===== src/rtl/retire_unit_pkg.sv =====
// Shared definitions for the retirement stage: ROB head field positions,
// default register-file geometry and the retire FSM encoding.
package retire_unit_pkg;

  localparam int PHYS_DEPTH_DEF = 6;
  localparam int ARCH_DEPTH_DEF = 32;

  // Head entry layout matches what rename pushes into the ROB.
  localparam int PHYS_DEST_LSB  = 87;
  localparam int ARCH_DEST_LSB  = 34;
  localparam int ARCH_DEST_W    = 5;
  localparam int DEST_REQD_BIT  = 149;
  localparam int TARGET_LSB     = 151;
  localparam int TARGET_W       = 32;
  localparam int MISPRED_BIT    = 183;

  typedef enum logic {
    RUN   = 1'b0,
    FLUSH = 1'b1
  } retState_e;

endpackage


===== src/rtl/retire_rat.sv =====
// Retirement RAT: committed arch->phys mapping, identity after reset,
// one write port, one read port and a flat view for rename recovery.
module retire_rat
  import retire_unit_pkg::*;
#(
  parameter int PHYS_W   = PHYS_DEPTH_DEF,
  parameter int NUM_ARCH = ARCH_DEPTH_DEF,
  parameter int AW       = $clog2(NUM_ARCH)
) (
  input  logic                       CLK,
  input  logic                       RESET,
  input  logic                       wrEn,
  input  logic [AW-1:0]              wrAddr,
  input  logic [PHYS_W-1:0]          wrData,
  input  logic [AW-1:0]              rdAddr,
  output logic [PHYS_W-1:0]          rdData,
  output logic [NUM_ARCH*PHYS_W-1:0] ratPacked
);

  logic [NUM_ARCH-1:0][PHYS_W-1:0] rat;

  always_ff @(posedge CLK) begin
    if (RESET) begin
      for (int i = 0; i < NUM_ARCH; i++) rat[i] <= PHYS_W'(i);
    end else if (wrEn) begin
      rat[wrAddr] <= wrData;
    end
  end

  // Read is pre-write, so a retiring instruction frees the mapping it replaces.
  assign rdData    = rat[rdAddr];
  assign ratPacked = rat;

endmodule


===== src/rtl/retire_unit.sv =====
// In-order retirement: pops the ROB head when done, frees the superseded
// physical tag, and on a mispredict flushes and restores the rename RAT.
module retire_unit
  import retire_unit_pkg::*;
#(
  parameter int PHYSREGS_DEPTH = PHYS_DEPTH_DEF,
  parameter int ARCHREGS_DEPTH = ARCH_DEPTH_DEF,
  parameter int ROB_DATAWIDTH  = 184,
  parameter int ROB_ADDRWIDTH  = 6
) (
  input  logic                                 CLK,
  input  logic                                 RESET,
  input  logic                                 FREEZE,
  input  logic                                 fROB_empty_IN,
  input  logic                                 fROB_headDone_IN,
  input  logic [ROB_DATAWIDTH-1:0]             fROB_headData_IN,
  output logic                                 tROB_popReq_OUT,
  input  logic                                 fFreeL_full_IN,
  output logic                                 tFreeL_pushReq_OUT,
  output logic [PHYSREGS_DEPTH-1:0]            tFreeL_pushData_OUT,
  output logic                                 tRenRatOverwrite_OUT,
  output logic [PHYSREGS_DEPTH*ARCHREGS_DEPTH-1:0] tRenRatOverwriteData_OUT,
  output logic                                 tFlush_OUT,
  output logic [31:0]                          tRedirectPC_OUT,
  output logic [31:0]                          tRetireCount_OUT
);

  localparam int AW = $clog2(ARCHREGS_DEPTH);

  if (ROB_DATAWIDTH <= MISPRED_BIT || ROB_ADDRWIDTH < 1) begin : gBadCfg
    $error("retire_unit: ROB entry too narrow for head field layout");
  end

  retState_e state, stateNext;

  logic [PHYSREGS_DEPTH-1:0] physDest, ratRdData;
  logic [ARCH_DEST_W-1:0]    archDest;
  logic [TARGET_W-1:0]       targetPc;
  logic                      destReqd, mispredict, retire, ratWe, archIsZero;
  logic                      unusedHeadBits;

  assign physDest   = fROB_headData_IN[PHYS_DEST_LSB +: PHYSREGS_DEPTH];
  assign archDest   = fROB_headData_IN[ARCH_DEST_LSB +: ARCH_DEST_W];
  assign targetPc   = fROB_headData_IN[TARGET_LSB +: TARGET_W];
  assign destReqd   = fROB_headData_IN[DEST_REQD_BIT];
  assign mispredict = fROB_headData_IN[MISPRED_BIT];
  assign archIsZero = (archDest == '0);
  assign unusedHeadBits = ^fROB_headData_IN;

  // A destReqd head needs free-list room even for r0, since it pushes physDest.
  assign retire = !RESET && (state == RUN) && !FREEZE && !fROB_empty_IN &&
                  fROB_headDone_IN && (!destReqd || !fFreeL_full_IN);

  assign tROB_popReq_OUT     = retire;
  assign tFreeL_pushReq_OUT  = retire && destReqd;
  assign tFreeL_pushData_OUT = archIsZero ? physDest : ratRdData;
  assign ratWe               = retire && destReqd && !archIsZero;

  retire_rat #(
    .PHYS_W   (PHYSREGS_DEPTH),
    .NUM_ARCH (ARCHREGS_DEPTH),
    .AW       (AW)
  ) uRat (
    .CLK       (CLK),
    .RESET     (RESET),
    .wrEn      (ratWe),
    .wrAddr    (AW'(archDest)),
    .wrData    (physDest),
    .rdAddr    (AW'(archDest)),
    .rdData    (ratRdData),
    .ratPacked (tRenRatOverwriteData_OUT)
  );

  always_comb begin
    stateNext = state;
    case (state)
      RUN:     if (retire && mispredict) stateNext = FLUSH;
      FLUSH:   stateNext = RUN;
      default: stateNext = RUN;
    endcase
  end

  always_ff @(posedge CLK) begin
    if (RESET) begin
      state                <= RUN;
      tRetireCount_OUT     <= '0;
      tFlush_OUT           <= 1'b0;
      tRenRatOverwrite_OUT <= 1'b0;
      tRedirectPC_OUT      <= '0;
    end else begin
      state                <= stateNext;
      tFlush_OUT           <= (stateNext == FLUSH);
      tRenRatOverwrite_OUT <= (stateNext == FLUSH);
      if (retire) tRetireCount_OUT <= tRetireCount_OUT + 32'd1;
      if (retire && mispredict) tRedirectPC_OUT <= targetPc;
    end
  end

endmodule


===== config.mk =====
export PLATFORM = sky130hd
export DESIGN_NAME = retire_unit
export DESIGN_NICKNAME = d
export VERILOG_FILES = /design/src/rtl/retire_unit_pkg.sv /design/src/rtl/retire_rat.sv /design/src/rtl/retire_unit.sv
export SDC_FILE = /design/constraint.sdc
export NUM_CORES = 1
export LEC_CHECK = 0
export ABC_AREA = 1
export ABC_CLOCK_PERIOD_IN_PS = 3950
export CAP_MARGIN = 20
export CORE_ASPECT_RATIO = 0.5
export CORE_MARGIN = 3
export CORE_UTILIZATION = 35
export CTS_CLUSTER_DIAMETER = 60
export DETAILED_ROUTE_END_ITERATION = 8
export MAX_ROUTING_LAYER = met4
export PLACE_DENSITY = 0.65
export SLEW_MARGIN = 20
export SYNTH_ARGS = -nofsm -noshare
export SYNTH_HDL_FRONTEND = slang
export SYNTH_SLANG_ARGS = --single-unit

===== constraint.sdc =====
create_clock -name CLK -period 3.95 [get_ports CLK]
set_input_delay 0.395 -clock CLK [delete_from_list [all_inputs] [get_ports CLK]]
set_output_delay 0.395 -clock CLK [all_outputs]
set_load 0.02 [all_outputs]

==> run summary <==
Library cells used by synthesis = 36
YS warnings = 0
All-Layer GR Usage = 0.2528
Fraction of registers with async set/reset = 0
WL final = 48.30 mm
Avg WL per Cell = 17.76 µm
Multiplexer share of the synthesized area = 0
Yosys top cell by area = dfxtp_1
Vias in the first global route = 12260
Starting Density = 0.3605
Most frequent cell after synthesis = nand2_1
Fmax = 297.6 MHz
Setup crit start kind = primary input
Worst skew pair latency = 0.55 ns
Synth Area in Adders = 0.0009929
Initial antenna violation count = 0
Post-synth EDFFs = 0
Leak = 0.007873 µW
FF+latch count, synth = 257
Area contributors post-synth = dfxtp_1, nand2_1, nor2_1, o211ai_1, inv_1
# Post-CTS Setup Buffers = 0
I/O Buffers = 316
P_int = 4465 µW
H-tree depth = 1
Via count = 13250
Area of the multi-input gates = 6347 µm²
Largest family of logic cells by synthesized area = simple AND/OR/NAND/NOR gates
Die Ht = 140.2 µm
Post-route ant nets = 0
Synth Flop Type = dfxtp_1
Pins Over Slew Limit = 0
Area added between synthesis and finish = 35.15%
Placer congestion estimate = 0.9092
Critical path peak fanout = 17
Num CTS Buffers = 26
Setup violators final = 0
Crit path arrival time = 2.97 ns
Status = complete, no violations
Ports = 456
Max stage delay on crit path = 0.67 ns
Seq pwr share = 0.442
Most frequent cells after synthesis = nand2_1, nor2_1, dfxtp_1, inv_1, a21oi_1
CTS Root Cell = clkbuf_16
Setup TNS = 0 ns
Fin crit period = 3.360 ns
Hold Buf Count CTS = 0
Share of cells above drive strength 1 = 0.05702
RSZ-0062 raised after global routing = false
Critical path class = primary input to output pin
Clock Path Buffers = 3
DRC = 0
Clock Skews = 0.008254 ns
Clk sink count = 257
Sequential-to-total area share from yosys stat = 0.4083
Antenna cells = 0
Synthesized area = 12600 µm²
Comb pwr share = 0.073
Worst EP required = 3.56 ns
Sw Ratio = 0.2412
Cells after synthesis = 1967
Hold Path Class = primary input to register
Reg clk slew, reported paths = 0.07 ns
Slew Limit Headroom = 0.4033
Layout Nets = 2416
Hold WS = 0.3936 ns
Largest net degree at the start of global routing = 75
Net Switching = 1419 µW
Iteration-0 DRC count of the detailed router = 1131
Area fraction in compound gates after synthesis = 0.08598
Grt ovf = 0
DP Wirelength = 34.14 mm
Fillers = 3559
Xor and xnor fraction of the mapped netlist area = 0.007645
Row count = 48
Post-Synth Simple-Gate Area = 0.4091
Die Area = 38460 µm²
Worst Tran Pin Value = 0.8951 ns
Final Hold Viols = 0
Global-route wire length before repair = 73.73 mm
Crit path capture type = output pin
Drt via density = 4.869
Power Density = 345.5 nW/µm²
CP Cell Sequence = buf_2 > nand2_1 > clkinv_1 > nand2_1 > nand2_1 > nor2_1 > nor2_1 > nor2_1 > nand3_1 > nand2_1 > inv_1 > clkdlybuf4s50_1
Maxcap violations = 0
Register Area = 5145 µm²
Synth top area share = 0.4083
CP max-delay cell = clkinv_1
Post-CTS Resized = 0
Worst vdd ir = 0.2361 mV
Crit-path most repeated cell = nand2_1
First drt pass iteration count = 5
Avg Cell Area, Syn = 6.407 µm²
Clock share of power = 0.485
Tcrit/Tclk final = 0.8507
Placeable Area = 34950 µm²
Chip Width = 274.4 µm
Synthesized Nets = 2158
CTS tree = built
-- critical path: cells and delay by family --
| family | cells | cell delay, ns |
|---|---|---|
| AND/OR/NAND/NOR | 8 | 1.10 |
| buffers and inverters | 4 | 1.46 |
-- cells in the final DEF (no fill, tap or decap), types with 3 or more instances in the layout --
cell type,netlist,final
clkbuf_8,0,5
buf_4,8,30
bufinv_16,0,6
nor3_4,7,7
clkinv_1,3,3
inv_2,9,10
a21oi_1,78,78
nand3_4,4,4
o211ai_1,68,68
clkdlybuf4s50_1,0,313
clkbuf_1,52,3
xor2_1,9,9
inv_1,127,125
clkbuf_16,0,27
nand4_1,21,21
dfxtp_1,257,257
nor2_1,270,270
nor2_2,5,5
clkinv_2,0,4
buf_12,1,3
nand3_1,62,62
o21ai_0,33,33
nand3_2,4,4
nor2_4,5,5
inv_4,2,3
nand2_1,867,867
-- area by class of cell --
| cell class | instances | area share |
|---|---|---|
| multi-input cells | 1451 | 0.3727 |
| flip-flops and latches | 257 | 0.3021 |
| repair buffers | 348 | 0.2013 |
| clock buffers | 35 | 0.04437 |
| well taps | 475 | 0.03490 |
| inverters | 141 | 0.03152 |
| clock inverters | 13 | 0.01315 |
-- cell families (layout without fill, tap and decap cells) --
| group | after synthesis | after routing |
|---|---|---|
| DFF | 257 | 257 |
| adders and majority gates | 1 | 1 |
| buffers and inverters | 259 | 537 |
| xor gates and xnor gates | 11 | 11 |
| and+or+nand+nor | 1258 | 1258 |
| AOI/OAI and AO/OA | 181 | 181 |
-- worst paths after layout --
| check | from | end | slack, ns | cells past startpoint |
|---|---|---|---|---|
| min reg2reg | uRat.ratPacked[3] | uRat.ratPacked[3] | 0.44 | 2 |
| max reg2reg | state | uRat.ratPacked[94] | 1.69 | 10 |
| min | fROB_headData_IN[158] | tRedirectPC_OUT[7] | 0.39 | 3 |
| max | fROB_headData_IN[35] | tFreeL_pushData_OUT[3] | 0.59 | 12 |
-- through the flow --
stage / instances / total power (µW) / utilization / cell area (µm²) / setup WS (ns)
4_1_cts: 2720 / 5938 / 0.4873 / 17030 / 0.6371
2_1_floorplan: 1967 / 2895 / - / 12600 / 1.957
5_1_grt: 2720 / 6064 / 0.4873 / 17030 / 0.3957
3_5_place_dp: 2672 / 3086 / 0.4592 / 16050 / 0.6412
6_report: 2720 / 5884 / 0.4873 / 17030 / 0.5896
3_3_place_gp: 2672 / 3086 / 0.4592 / 16050 / 0.6708
-- power groups by stage --
| stage | Sequential, µW | Combinational, µW | Clock [µW] |
|---|---|---|---|
| 3_5_place_dp | 2660 | 427 | 0 |
| 3_3_place_gp | 2660 | 427 | 0 |
| 2_1_floorplan | 2670 | 229 | 0 |
| 6_report | 2600 | 431 | 2850 |
| 5_1_grt | 2600 | 462 | 3000 |
| 4_1_cts | 2600 | 428 | 2910 |
-- sequential cells by signal, summed over array words and instances (netlist names) --
register,count
uRat.ratPacked,192
tRetireCount_OUT,32
state,1
tRedirectPC_OUT,32
-- layer usage --
metal	global-route usage	wire, µm
met1	0.3110	20130
met2	0.4272	23490
met3	0.04125	3063
met4	0.07641	1621
met5	-	0
Power figures use the tool's default switching activity.
